[config.mk]
export PLATFORM = sky130hd
export DESIGN_NAME = accumulator_sequencer_flat
export DESIGN_NICKNAME = d
export VERILOG_FILES = /design/src/rtl/accumulator_sequencer_pkg.sv /design/src/rtl/accumulator_sequencer_if.sv /design/src/rtl/accumulator_sequencer_settle_timer.sv /design/src/rtl/accumulator_sequencer.sv /design/src/flat_wrapper.sv
export SDC_FILE = /design/constraint.sdc
export NUM_CORES = 1
export LEC_CHECK = 0
export ABC_CLOCK_PERIOD_IN_PS = 3870
export BUFFER_PORTS_ARGS = -buffer_cell sky130_fd_sc_hd__buf_4
export CELL_PAD_IN_SITES_DETAIL_PLACEMENT = 1
export CELL_PAD_IN_SITES_GLOBAL_PLACEMENT = 2
export CORE_ASPECT_RATIO = 0.5
export CORE_MARGIN = 2
export CORE_UTILIZATION = 31
export DETAILED_ROUTE_END_ITERATION = 7
export PLACE_DENSITY_LB_ADDON = 0.1
export SLEW_MARGIN = 20
export SYNTH_ARGS = -nofsm -noshare
export SYNTH_HDL_FRONTEND = slang
export SYNTH_SLANG_ARGS = --single-unit
[constraint.sdc]
create_clock -name clk -period 3.87 [get_ports clk]
set_input_delay 0.1935 -clock clk [delete_from_list [all_inputs] [get_ports clk]]
set_output_delay 0.1935 -clock clk [all_outputs]
set_load 0.01 [all_outputs]
[src/rtl/accumulator_sequencer_pkg.sv]
// Shared types and constants for the accumulator sequencer and its helpers.
package accumulator_sequencer_pkg;

    // Default data width of the accumulator and of the external ripple adder.
    localparam int DEFAULT_WIDTH = 4;

    // Width of the settle counter and of the completed-operation counter.
    localparam int COUNT_WIDTH = 4;

    typedef enum logic [0:0] {
        IDLE   = 1'b0,
        SETTLE = 1'b1
    } state_t;

    typedef enum logic [1:0] {
        OP_ADD   = 2'd0,
        OP_SUB   = 2'd1,
        OP_CLEAR = 2'd2,
        OP_LOAD  = 2'd3
    } op_t;

    // ADD and SUB go through the external adder; CLEAR and LOAD complete immediately.
    function automatic logic is_arith(input op_t op);
        return (op == OP_ADD) || (op == OP_SUB);
    endfunction

endpackage

[src/rtl/accumulator_sequencer_if.sv]
// Request handshake between a requester (master) and the accumulator sequencer (slave).
interface accumulator_sequencer_if
    import accumulator_sequencer_pkg::*;
#(
    parameter int WIDTH = DEFAULT_WIDTH
);
    logic             in_valid;
    logic             in_ready;
    op_t              in_op;
    logic [WIDTH-1:0] in_b;

    modport master (
        output in_valid,
        output in_op,
        output in_b,
        input  in_ready
    );

    modport slave (
        input  in_valid,
        input  in_op,
        input  in_b,
        output in_ready
    );
endinterface

[src/rtl/accumulator_sequencer_settle_timer.sv]
// Loadable down-counter that measures the ripple settle time of the external adder.
module settle_timer
    import accumulator_sequencer_pkg::*;
(
    input  logic                   clk,
    input  logic                   rst,
    input  logic                   load,
    input  logic [COUNT_WIDTH-1:0] load_value,
    output logic                   done
);
    logic [COUNT_WIDTH-1:0] count;
    logic                   armed;

    // Arm and load on request, count down while armed, and disarm once zero has been reported.
    always_ff @(posedge clk) begin
        if (rst) begin
            count <= '0;
            armed <= 1'b0;
        end else if (load) begin
            count <= load_value;
            armed <= 1'b1;
        end else if (armed) begin
            if (count != '0) begin
                count <= count - 1'b1;
            end else begin
                armed <= 1'b0;
            end
        end
    end

    assign done = armed && (count == '0);
endmodule

[src/rtl/accumulator_sequencer.sv]
// Sequential front/back end for an external ripple adder: drives operands, waits for
// the carry chain to settle, then captures the sum into the accumulator.
module accumulator_sequencer
    import accumulator_sequencer_pkg::*;
#(
    parameter int WIDTH         = DEFAULT_WIDTH,
    parameter int SETTLE_CYCLES = 2
)(
    input  logic                   clk,
    input  logic                   rst,
    accumulator_sequencer_if.slave req,
    input  logic [WIDTH-1:0]       sum_s,
    input  logic                   sum_cout,
    output logic [WIDTH-1:0]       add_a,
    output logic [WIDTH-1:0]       add_b,
    output logic                   add_cin,
    output logic [WIDTH-1:0]       acc,
    output logic                   acc_valid,
    output logic                   overflow,
    output logic [COUNT_WIDTH-1:0] op_count
);
    state_t state;
    state_t state_next;
    logic   accept;
    logic   start_arith;
    logic   timer_done;
    logic   capture;
    logic   op_is_sub;

    assign accept      = req.in_valid && req.in_ready;
    assign start_arith = accept && is_arith(req.in_op);
    assign capture     = (state == SETTLE) && timer_done;

    settle_timer u_settle_timer (
        .clk        (clk),
        .rst        (rst),
        .load       (start_arith),
        .load_value (COUNT_WIDTH'(SETTLE_CYCLES - 1)),
        .done       (timer_done)
    );

    // State register.
    always_ff @(posedge clk) begin
        if (rst) begin
            state <= IDLE;
        end else begin
            state <= state_next;
        end
    end

    // Only ADD/SUB leave IDLE; SETTLE ends on the capture edge.
    always_comb begin
        state_next = state;
        case (state)
            IDLE:    if (start_arith) state_next = SETTLE;
            SETTLE:  if (timer_done)  state_next = IDLE;
            default: state_next = IDLE;
        endcase
    end

    // Requests are only taken while idle; the requester holds in_valid otherwise.
    always_comb begin
        req.in_ready = (state == IDLE);
    end

    // Datapath: operand launch at acceptance, immediate CLEAR/LOAD, and result capture.
    always_ff @(posedge clk) begin
        if (rst) begin
            acc       <= '0;
            add_a     <= '0;
            add_b     <= '0;
            add_cin   <= 1'b0;
            acc_valid <= 1'b0;
            overflow  <= 1'b0;
            op_count  <= '0;
            op_is_sub <= 1'b0;
        end else begin
            acc_valid <= 1'b0;
            if (accept) begin
                case (req.in_op)
                    OP_ADD: begin
                        add_a     <= acc;
                        add_b     <= req.in_b;
                        add_cin   <= 1'b0;
                        op_is_sub <= 1'b0;
                    end
                    OP_SUB: begin
                        add_a     <= acc;
                        add_b     <= ~req.in_b;
                        add_cin   <= 1'b1;
                        op_is_sub <= 1'b1;
                    end
                    OP_CLEAR: begin
                        acc       <= '0;
                        overflow  <= 1'b0;
                        op_count  <= '0;
                        acc_valid <= 1'b1;
                    end
                    OP_LOAD: begin
                        acc       <= req.in_b;
                        acc_valid <= 1'b1;
                    end
                    default: ;
                endcase
            end
            if (capture) begin
                acc       <= sum_s;
                overflow  <= overflow | (op_is_sub ? ~sum_cout : sum_cout);
                op_count  <= op_count + 1'b1;
                acc_valid <= 1'b1;
            end
        end
    end
endmodule

[src/flat_wrapper.sv]
// flat-port wrapper written by rule: the top's interface ports become plain ports
module accumulator_sequencer_flat import accumulator_sequencer_pkg::*;
#(
    parameter int WIDTH         = DEFAULT_WIDTH,
    parameter int SETTLE_CYCLES = 2
)
  (clk, rst, sum_s, sum_cout, add_a, add_b, add_cin, acc, acc_valid, overflow, op_count, req_in_valid, req_in_op, req_in_b, req_in_ready);
  accumulator_sequencer_if #(.WIDTH(WIDTH)) req_i ();
  input  logic clk;
  input  logic rst;
  input  logic [WIDTH-1:0] sum_s;
  input  logic sum_cout;
  output logic [WIDTH-1:0] add_a;
  output logic [WIDTH-1:0] add_b;
  output logic add_cin;
  output logic [WIDTH-1:0] acc;
  output logic acc_valid;
  output logic overflow;
  output logic [COUNT_WIDTH-1:0] op_count;
  input wire logic [$bits(req_i.in_valid)-1:0] req_in_valid;
  input wire logic [$bits(req_i.in_op)-1:0] req_in_op;
  input wire logic [$bits(req_i.in_b)-1:0] req_in_b;
  output wire logic [$bits(req_i.in_ready)-1:0] req_in_ready;
  assign req_i.in_valid = req_in_valid;
  assign req_i.in_op = req_in_op;
  assign req_i.in_b = req_in_b;
  assign req_in_ready = req_i.in_ready;
  accumulator_sequencer #(.WIDTH(WIDTH), .SETTLE_CYCLES(SETTLE_CYCLES)) u_core (.clk(clk), .rst(rst), .req(req_i), .sum_s(sum_s), .sum_cout(sum_cout), .add_a(add_a), .add_b(add_b), .add_cin(add_cin), .acc(acc), .acc_valid(acc_valid), .overflow(overflow), .op_count(op_count));
endmodule
=== Word level (Yosys, flattened, before mapping) ===
Index checks and enable logic that the tools add are counted.

* Bits of input ports: 14
* Bits in registers: 25
* Output and inout bits: 20

* Muxes and demuxes: 24
* Reduce and logical (&&, ||, !) cells: 23
* Eq/ne operators: 3
* Add/sub/neg operators: 2
* Bitwise operators: 4

{| class="wikitable"
|+ Operator list
! kind !! count
|-
| $mux 4 || 5
|-
| $pmux 4 s2 || 2
|-
| $mux 1 || 15
|-
| $reduce_and 2->1 || 6
|-
| $reduce_bool 2->1 || 5
|-
| $reduce_or 2->1 || 3
|-
| $add 4x1->4 const B || 1
|-
| $eq 2x2->1 const B || 2
|-
| $logic_and 1x1->1 || 4
|-
| $logic_not 4->1 || 1
|-
| $not 4->4 || 1
|-
| $pmux 1 s2 || 2
|-
| $reduce_bool 4->1 || 1
|-
| $sub 4x1->4 const B || 1
|-
| $reduce_bool 3->1 || 1
|-
| $eq 2x1->1 const B || 1
|-
| $logic_not 2->1 || 1
|-
| $not 1->1 || 2
|-
| $logic_or 1x1->1 || 1
|-
| $or 1x1->1 || 1
|}

=== Depth between registers and ports, before layout ===
Gate-level depths: netlist of run 1.

* Depth after elaboration: 5
* Depth in mapped cells: 6

=== By module ===
From an unflattened synthesis of run 1, not the netlist that was laid out.

* Cells, all modules: 117
* Area total of the unflattened synthesis: 1147.4 um^2

{| class="wikitable"
|+ By module, submodules not included
! module !! seq. area each (um^2) !! area each (um^2) !! instances !! cells an instance
|-
| accumulator_sequencer || 400.4 || 852.1 || 1 || 85
|-
| settle_timer || 100.1 || 295.3 || 1 || 32
|}

=== Least setup slack after synthesis of run 1 ===
Ideal clock, no wire load.

* Path kind: register to register
* Start: register u_core.u_settle_timer.count[0]
* End: register u_core.u_settle_timer.count[0]
* Arrival time: 1367 ps
* Path buffers: 1
* Required time: 3738 ps
* Cell stages (with the launch flop): 7
* Period minus slack after synthesis: 1498 ps
* Slack: 2372 ps
* Cell sequence: dfxtp_1 > inv_1 > ha_1 > or3b_1 > clkbuf_1 > a211oi_1 > nor3_1

* Longest elaborated chain between the ends: 4

{| class="wikitable"
|+ RTL lines
! element !! RTL line !! source
|-
| from (decl) || accumulator_sequencer_settle_timer.sv:11 || <nowiki>logic [COUNT_WIDTH-1:0] count;</nowiki>
|-
| from (signal assigned) || accumulator_sequencer_settle_timer.sv:20 || <nowiki>count <= load_value;</nowiki>
|-
| from (signal assigned) || accumulator_sequencer_settle_timer.sv:24 || <nowiki>count <= count - 1'b1;</nowiki>
|-
| $sub 4x1->4 || accumulator_sequencer_settle_timer.sv:24 ||
|-
| $mux 1 || accumulator_sequencer_settle_timer.sv:23 || <nowiki>if (count != '0) begin</nowiki>
|-
| $mux 1 || accumulator_sequencer_settle_timer.sv:22 || <nowiki>end else if (armed) begin</nowiki>
|-
| $mux 1 || accumulator_sequencer_settle_timer.sv:19 || <nowiki>end else if (load) begin</nowiki>
|}

Parallel ways exist; a longest one is shown, timed or not. The select of a mux whose other input is x is not followed.
A chain may end at the register's enable or synchronous reset.

=== Worst setup path after layout of run 1 ===
* Start: register u_core.state
* End: register u_core.op_count[3]

* Longest elaborated chain between the ends: 4

{| class="wikitable"
|+ RTL lines
! element !! RTL line !! source
|-
| from (decl) || accumulator_sequencer.sv:22 || <nowiki>state_t state;</nowiki>
|-
| from (signal assigned) || accumulator_sequencer.sv:47 || <nowiki>state <= state_next;</nowiki>
|-
| $not 1->1 || accumulator_sequencer.sv:63 || <nowiki>req.in_ready = (state == IDLE);</nowiki>
|-
| $logic_and 1x1->1 || accumulator_sequencer.sv:30 || <nowiki>assign accept = req.in_valid && req.in_ready;</nowiki>
|-
| $reduce_bool 2->1 (no line) || -- ||
|-
| $reduce_and 2->1 (no line) || -- ||
|-
| to (signal assigned) || accumulator_sequencer.sv:109 || <nowiki>op_count <= op_count + 1'b1;</nowiki>
|-
| to (decl) || accumulator_sequencer.sv:20 || <nowiki>output logic [COUNT_WIDTH-1:0] op_count</nowiki>
|}

Parallel ways exist; a longest one is shown, timed or not.

==> run metrics, run 1 <==
sequential share of the synthesized area=0.427; CTS Hold Bufs=0; PD cells=348 mW/mm^2; fin nets=approximately 180; Resize count post-CTS=0; total global-route track usage=0.155; Critical Path AT=1.88 ns; number of detailed-route iterations in the first pass=4; R2R cell count=3; Core Area=0.00353 mm^2; Cell variety after synth=33; initial drt markers=35; initial antenna violation count=0; unrepaired setup endpoints after global routing=no; Synth top cells by count=dfxtp_1, nand2_1, a21oi_1, nand3_1, nor2_1; Routed WL per cell=14.4 um; Mapped Avg Cell Area=approximately 9.0 um^2; Placed Area=between 0.001 and 0.0015 mm^2; Area Overhead vs Synth=25.9%; max cap viols=0; Vias/cell=5.10; hold slack=0.215 ns; Port Buffer Count=33; gate count of the mapped netlist=130; Worst Hold End=u_core.add_b[1]; synthesis warning total=0; CP max stage delay=roughly 0.60 ns; design area=0.00148 mm^2; post-CTS setup buffer count=0; hpwl dp=2210 um; Post-Syn Nets=between 100 and 150; Hold WC Path Type=in2reg; R2R setup slack=2.20 ns; outcome=finished, final reports clean; TritonCTS buffer count=3; cell at the root of the clock tree=clkbuf_8; clock-pin slew on the worst setup and hold paths=0.09 ns; most frequent cell after synthesis=dfxtp_1; die height=around 47 um; placed cell count=204; Post-synth EDFFs=0; # setup viols final=0; fraction of layout cells with a size suffix above 1=0.255; Final GP Congestion=0.765; Worst Hold Path Cells=3; Max clock buf depth=2; Crit Path Class=reg2reg; slew margin rel.=0.533; HP Start=req_in_b[1]; CP endpoint kind=flop; leakage power=between 0.5 and 0.6 nW; #FFs+latches synth=25; CP top delay family=flip-flops; largest net degree at the start of global routing=24; fin crit share=0.432; Worst setup SP type=flop; antenna viol nets, final=0; asr flop ratio synth=0; FILL cells=~450; Worst Path Max Fanout=13; Clock Sinks=25; vias in the first global route=1038; Die Wd=91.0 um; I/O pins=34; r2r startpoint=u_core.state; Worst Path Buf+Inv=1; Synth Flop Type=dfxtp_1; ANT cells=0; Synth area leader=dfxtp_1; DR vias=1061; Worst R2R End=u_core.op_count[3]; max frequency=598 MHz; starting density of the core=0.332; WL final=3000 um; largest cells by area after synthesis=dfxtp_1, nand2_1, a21oi_1; Worst path slowest cell=dfxtp_1; worst-skew pair later-pin latency=0.27 ns; Peak VDD IR=between 0.1 and 0.15 mV; Max Transition Viols Final=0; crit-path cells=inv_1 > or4_1 > a31oi_1; global-route wire length before repair=5070 um; final setup TNS=0 ns; CTS H-tree lvls=1; grt ovf=0; Die ar.=roughly 0.0043 mm^2; post-route DRC violation count=0; fin crit period=1.67 ns; post-synth top area share=0.427; Fin. Hold Viols=0; Final Non-Filler Cells=208; critical path data required time=4.07 ns; Worst Max-Slew Pin Slew=~0.7 ns; Setup Skew=0.00502 ns; TritonCTS clock tree=built; synthesized area=0.00117 mm^2; Rows=15
[power breakdown]
group,total [mW],switching [mW],internal (mW),leakage [nW]
combinational,0.0790,0.0430,0.0360,0.331
sequential,0.277,0.0102,0.267,0.203
clock,0.158,0.0859,0.0721,0.0255
total,0.514,0.139,0.375,0.560
[worst max path at each step]
stage	start	to	slack (ns)	depth (start not counted)
2_1_floorplan	u_core.u_settle_timer.count[0]	u_core.u_settle_timer.count[0]	2.37	6
3_3_place_gp	u_core.state	u_core.op_count[3]	2.29	3
3_5_place_dp	u_core.state	u_core.op_count[3]	2.23	3
4_1_cts	u_core.state	u_core.op_count[3]	2.20	3
5_1_grt	u_core.state	u_core.op_count[3]	2.08	3
6_report	u_core.state	u_core.op_count[3]	2.20	3
[metrics by stage]
step / setup slack (ns) / utilization / total power, mW
6_report: 2.20 / 0.418 / 0.514
3_3_place_gp: 2.29 / 0.405 / 0.362
2_1_floorplan: 2.37 / - / 0.330
3_5_place_dp: 2.23 / 0.405 / 0.362
4_1_cts: 2.20 / 0.418 / 0.524
5_1_grt: 2.08 / 0.418 / 0.540
[layout make-up]
cell class	count	area, um^2	area share
multi-input cells	90	599	0.406
clock buffers	3	41.3	0.0280
well taps	51	63.8	0.0432
repair buffers	33	248	0.168
flip-flops and latches	25	500	0.339
clock inverters	1	5.00	0.00339
inverters	5	18.8	0.0127
[worst reg2reg max path, cell delays in order (launching register included)]
cell and delay (ns):
dfxtp_1 0.60, inv_1 0.29, or4_1 0.56, a31oi_1 0.16
[flip-flops by register name, indices dropped and copies added (netlist names)]
signal / flops
u_core.add_b: 4
u_core.acc: 4
u_core.op_count: 4
u_core.overflow: 1
u_core.u_settle_timer.count: 4
u_core.state: 1
u_core.acc_valid: 1
u_core.add_a: 4
u_core.u_settle_timer.armed: 1
u_core.add_cin: 1
[cell usage in the layout, fill, tap and decap left out, types with 3 or more instances in the layout]
master    instances
a211oi_1          5
nor2_1            7
o211ai_1          4
buf_4            33
inv_1             5
a31oi_1           4
a311oi_1          4
nor3_1            4
clkbuf_8          3
xnor2_1           4
dfxtp_1          25
nand3_1          10
ha_1              3
nand2_1          15
a21oi_1          11
[logic make-up (layout without fill, tap and decap cells)]
family	after synthesis	after routing	synth area share
AND/OR/NAND/NOR	49	49	0.250
AO/OA/AOI/OAI	32	32	0.184
flip-flops	25	25	0.427
buffers and inverters	15	42	0.0619
XOR/XNOR	5	5	0.0374
adder cells (fa/ha/maj)	3	3	0.0320
multiplexers	1	1	0.00854
[routing by layer]
metal,part of all wire,global-route usage,vias to the layer above,wire length (um)
li1,-,-,529,-
met1,0.50,0.203,510,1510
met2,0.43,0.256,20,1310
met3,0.054,0.0535,2,163
met4,0.0067,0.0364,0,20
met5,0,0,-,0
(Power assumes the default switching activity.)
==> run 2, diff against run 1 <==
- ABC_AREA: unset -> 1
- ABC_CLOCK_PERIOD_IN_PS: 3870 -> 1750
- CORE_UTILIZATION: 31 -> 28
- clock period: 3.87 -> 1.75 ns (I/O delays scaled with it)
==> run 2 against run 1 <==
Against the previous run: clock skew fell by 0.0030 ns; clock power rose by 130%; sequential share of layout area shrank 1.1 points; worst setup slack worse by 2.0 ns; count of clock-buffer cells in the layout up 1; maximum frequency up 5.5%; critical path depth increased by 5; area after synthesis rose by 2.9%; register-to-register slack worse by 2.0 ns; combinational power increased by 140%; critical endpoint is now u_core.acc[1].
==> run metrics, run 2 <==
WL final=3100 um; Post-Syn Nets=175; antenna viol nets, final=0; Area Overhead vs Synth=26.7%; Clock Sinks=25; gate count of the mapped netlist=158; Crit Path Class=reg2reg; asr flop ratio synth=0; I/O pins=34; Peak VDD IR=0.304 mV; Synth Flop Type=dfxtp_1; design area=roughly 0.0015 mm^2; DR vias=approximately 1100; CP top delay family=simple AND/OR/NAND/NOR gates; Core Util, Final=0.380; CP endpoint kind=flop; outcome=finished, final reports clean; Routed WL per cell=12.7 um; grt ovf=0; CTS H-tree lvls=1; fin nets=between 200 and 250; Core Area=0.00402 mm^2; sequential share of the synthesized area=0.415; PnR worst setup slack=0.165 ns; post-synth top area share=0.415; synthesis warning total=0; Worst path slowest cell=nand4_2; switching pwr=0.323 mW; Worst Max-Slew Pin Slew=0.391 ns; #FFs+latches synth=25; Cell variety after synth=27; Mapped Avg Cell Area=~7.6 um^2; synthesized area=0.00121 mm^2; Fin. Hold Viols=0; Placed Area=roughly 0.0015 mm^2; initial drt markers=32; sw frac=0.278; PD cells=~760 mW/mm^2; Die Wd=96.8 um; sequential power share=0.525; Resize count post-CTS=0; hpwl dp=2420 um; Rows=16; Vias/cell=4.61; Combinational Power Share=0.164; CTS Hold Bufs=0; post-CTS setup buffer count=0; fin crit share=0.906; Post-synth EDFFs=0; largest cells by area after synthesis=dfxtp_1, nand2_1, a21oi_1; worst-skew pair later-pin latency=approximately 0.27 ns; Max clock buf depth=2; Worst Path Max Fanout=14; most common cell after layout, fill and taps aside=nand2_1; cell at the root of the clock tree=clkbuf_8; critical path data required time=1.97 ns; fin crit period=about 1.6 ns; post-route DRC violation count=0; ANT cells=0; number of detailed-route iterations in the first pass=4; fraction of layout cells with a size suffix above 1=0.247; die height=50.4 um; # setup viols final=0; clock network power share=0.311; R2R setup slack=0.17 ns; max frequency=631 MHz; TritonCTS clock tree=built; starting density of the core=0.300; max cap viols=0; Worst Path Buf+Inv=2; Hold WC Path Type=in2reg; hold slack=0.0931 ns; TritonCTS buffer count=3; FILL cells=around 500; Cell Int Power=0.839 mW; Synth area leader=dfxtp_1; Port Buffer Count=33; global-route wire length before repair=5020 um; most frequent cells in the layout=nand2_1, buf_4, dfxtp_1, a21oi_1, inv_1; CP max stage delay=0.35 ns; clock-pin slew on the worst setup and hold paths=0.09 ns; final setup TNS=0 ns; vias in the first global route=roughly 1100; total global-route track usage=0.131; Max Transition Viols Final=0; Synth top cells by count=nand2_1, dfxtp_1, a21oi_1, inv_1, nand3_1; initial antenna violation count=0; largest net degree at the start of global routing=16; Critical Path AT=1.81 ns; Die ar.=roughly 0.0049 mm^2; unrepaired setup endpoints after global routing=no; crit-path cells=inv_1 > ha_1 > nand4_2 > nand2_1 > inv_1 > nor2_2 > nand2_1 > nand2_1; Final GP Congestion=0.709; Place WS=0.175 ns; Setup Skew=0.00197 ns; slew margin rel.=0.739; most frequent cell after synthesis=nand2_1; leakage power=0.727 nW; most frequent CP cell=nand2_1; Worst setup SP type=flop
-- run 2: cell types whose count changed after synthesis, moves of 3 or more --
cell	before	now
a211oi_1	5	1
a21oi_1	11	21
a311oi_1	4	0
a31oi_1	4	0
buf_2	4	1
clkbuf_1	4	1
inv_1	5	17
nand2_1	15	38
nand3_1	10	16
nor2_1	7	4
nor3_1	4	0
o211ai_1	4	0
o21ai_0	0	7
-- run 2: final cells by class --
class	instances	area (um^2)	share of cell area
Clock buffer	4	45.0	0.0295
Inverter	20	77.6	0.0508
Multi-Input combinational cell	108	589	0.386
Sequential cell	25	500	0.328
Tap cell	54	67.6	0.0442
Timing Repair Buffer	33	248	0.162
-- run 2: per-stage QoR --
stage               instances  total power [mW]
floorplan                 158             0.739
global placement          240             0.817
detailed placement        240             0.818
CTS                       244              1.18
global route              244              1.23
finish                    244              1.16
-- run 2: path summary, 6_finish.rpt --
kind / startpoint / to / depth (start not counted)
setup reg to reg: u_core.u_settle_timer.count[0] / u_core.acc[1] / 8
hold / removal: rst / u_core.op_count[2] / 2
hold reg to reg: u_core.add_a[1] / u_core.add_a[1] / 2
setup / recovery: u_core.u_settle_timer.count[0] / u_core.acc[1] / 8
-- run 2: logic make-up (layout without fill, tap and decap cells) --
| group | count (synthesis) | after routing | share of synthesized area |
|---|---|---|---|
| adder cells (fa/ha/maj) | 3 | 3 | 0.0311 |
| AO/OA/AOI/OAI | 31 | 31 | 0.136 |
| buffers and inverters | 25 | 57 | 0.0965 |
| flip-flops | 25 | 25 | 0.415 |
| AND/OR/NAND/NOR | 68 | 68 | 0.278 |
| XOR/XNOR | 6 | 6 | 0.0436 |
-- run 2: power by group through the flow --
stage	sequential (mW)	clock (mW)	combinational, mW
floorplan	0.628	0	0.111
global placement	0.623	0	0.193
detailed placement	0.624	0	0.194
CTS	0.611	0.375	0.195
global route	0.614	0.396	0.215
finish	0.610	0.361	0.191
-- run 2: worst register-to-register path, delay by kind of cell, from the launching register on --
kind                       cells  cell delay [ns]
and+or+nand+nor                5             0.76
buffers and inverters          2             0.21
DFF                            1             0.33
adders and majority gates      1             0.23
-- run 2: routing by layer --
| layer | up-vias | share of wire | global-route usage |
|---|---|---|---|
| met5 | - | 0 | 0 |
| met4 | 0 | 0.0036 | 0.0211 |
| met3 | 2 | 0.038 | 0.0418 |
| met2 | 16 | 0.45 | 0.209 |
| met1 | 535 | 0.51 | 0.177 |
| li1 | 573 | - | - |
==> run 3, diff against run 2 <==
- REMOVE_ABC_BUFFERS: unset -> 1
==> run 3 against run 2 <==
Against the previous run: clock skew up 0.0022 ns; routed wire length up 2.1%; non-clock buffer count unchanged; sequential cell count unchanged; sequential power about the same; combinational power about the same; final cell count unchanged; final area up 0.57%; count of clock-buffer cells in the layout unchanged; die area unchanged.
==> run metrics, run 3 (same netlist as run 2, synthesis figures left out) <==
Die Wd=96.8 um; FILL cells=~520; r2r startpoint=u_core.u_settle_timer.count[0]; starting density of the core=0.300; Core Area=between 0.004 and 0.005 mm^2; final setup TNS=0 ns; Peak VDD IR=approximately 0.27 mV; fin crit period=1.44 ns; outcome=finished, final reports clean; Clock Sinks=25; critical path data required time=1.97 ns; vias in the first global route=1132; Port Buffer Count=33; Final GP Congestion=~0.7; Critical Path AT=1.67 ns; Placed Area=0.00148 mm^2; TritonCTS buffer count=3; CP endpoint kind=flop; Die ar.=0.00488 mm^2; clock-pin slew on the worst setup and hold paths=0.09 ns; hold slack=around 0.086 ns; most common cell after layout, fill and taps aside=nand2_1; Area Overhead vs Synth=27.4%; Crit Path Class=reg2reg; max frequency=692 MHz; Rows=16; leakage power=0.708 nW; unrepaired setup endpoints after global routing=no; Max clock buf depth=2; WL final=3160 um; Setup Skew=approximately 0.0042 ns; PD cells=~750 mW/mm^2; design area=0.00154 mm^2; cell at the root of the clock tree=clkbuf_8; Routed WL per cell=13.0 um; R2R setup slack=0.31 ns; initial drt markers=14; initial antenna violation count=0; Fin. Hold Viols=0; DR vias=1124; Total Power=around 1.2 mW; post-route DRC violation count=0; global-route wire length before repair=between 5000 and 6000 um; Worst Hold End=u_core.overflow; Setup crit start=u_core.u_settle_timer.count[0]; max cap viols=0; I/O pins=34; HP Start=sum_cout; number of detailed-route iterations in the first pass=4; ANT cells=0; Vias/cell=4.61; Reg area=roughly 500 um^2; slew margin rel.=0.734; R2R cell count=8; TritonCTS clock tree=built; worst-skew pair later-pin latency=0.27 ns; hpwl dp=2390 um; grt ovf=0; Worst Path Max Fanout=14; area of the multi-input gates=598 um^2; antenna viol nets, final=0; Hold WC Path Type=in2reg; fin nets=208; total global-route track usage=0.138; Worst R2R End=u_core.acc[1]; Worst Max-Slew Pin Slew=0.398 ns; Worst Hold Path Cells=4; fraction of layout cells with a size suffix above 1=0.247; Core Util, Final=0.382; # setup viols final=0; most frequent cells in the layout=nand2_1, buf_4, dfxtp_1, a21oi_1, inv_1; CTS H-tree lvls=1; Worst setup SP type=flop; Max Transition Viols Final=0; die height=slightly above 50 um; largest net degree at the start of global routing=16; fin crit share=0.826
## run 3: layer usage
metal,routed length [um],GRT usage,up-vias
met1,1590,0.184,534
li1,-,-,572
met2,1440,0.226,16
met4,13,0.0211,0
met3,116,0.0446,2
met5,0,0,-
## run 3: repair_timing
action / in CTS / in global routing
setup buffers: 0 / 0
resized for setup: 0 / 1
endpoints found under the setup margin: 0 / 1
hold buffers: 0 / 0
## run 3: how the worst max path moves through the flow
stage / end / slack [ns] / cells past startpoint
2_1_floorplan: u_core.op_count[0] / 0.45 / 5
3_3_place_gp: u_core.acc[1] / 0.26 / 8
3_5_place_dp: u_core.acc[1] / 0.17 / 8
4_1_cts: u_core.acc[1] / 0.15 / 8
5_1_grt: u_core.acc[1] / 0.17 / 8
6_report: u_core.acc[1] / 0.31 / 8
## run 3: per-stage QoR
| stage | worst slack [ns] | instances |
|---|---|---|
| final | 0.305 | 244 |
| after detailed placement | 0.170 | 240 |
| after global routing | 0.167 | 244 |
| after global placement | 0.260 | 240 |
| after floorplan | 0.451 | 153 |
| after CTS | 0.151 | 244 |
## run 3: area by class of cell
class,count,share of cell area
repair buffers,33,0.161
flip-flops and latches,25,0.326
clock buffers,4,0.0293
multi-input cells,108,0.389
well taps,54,0.0440
inverters,20,0.0505
## run 3: power breakdown
| group | internal [mW] | switching, mW |
|---|---|---|
| sequential | 0.592 | 0.0194 |
| combinational | 0.0845 | 0.109 |
| clock | 0.163 | 0.187 |
## run 3: worst max-delay path, cell delays in order (launching register included)
cell	delay, ns
dfxtp_1	0.33
inv_1	0.13
ha_1	0.25
nand4_4	0.24
nand2_1	0.15
inv_1	0.07
nor2_2	0.10
nand2_1	0.06
nand2_1	0.05
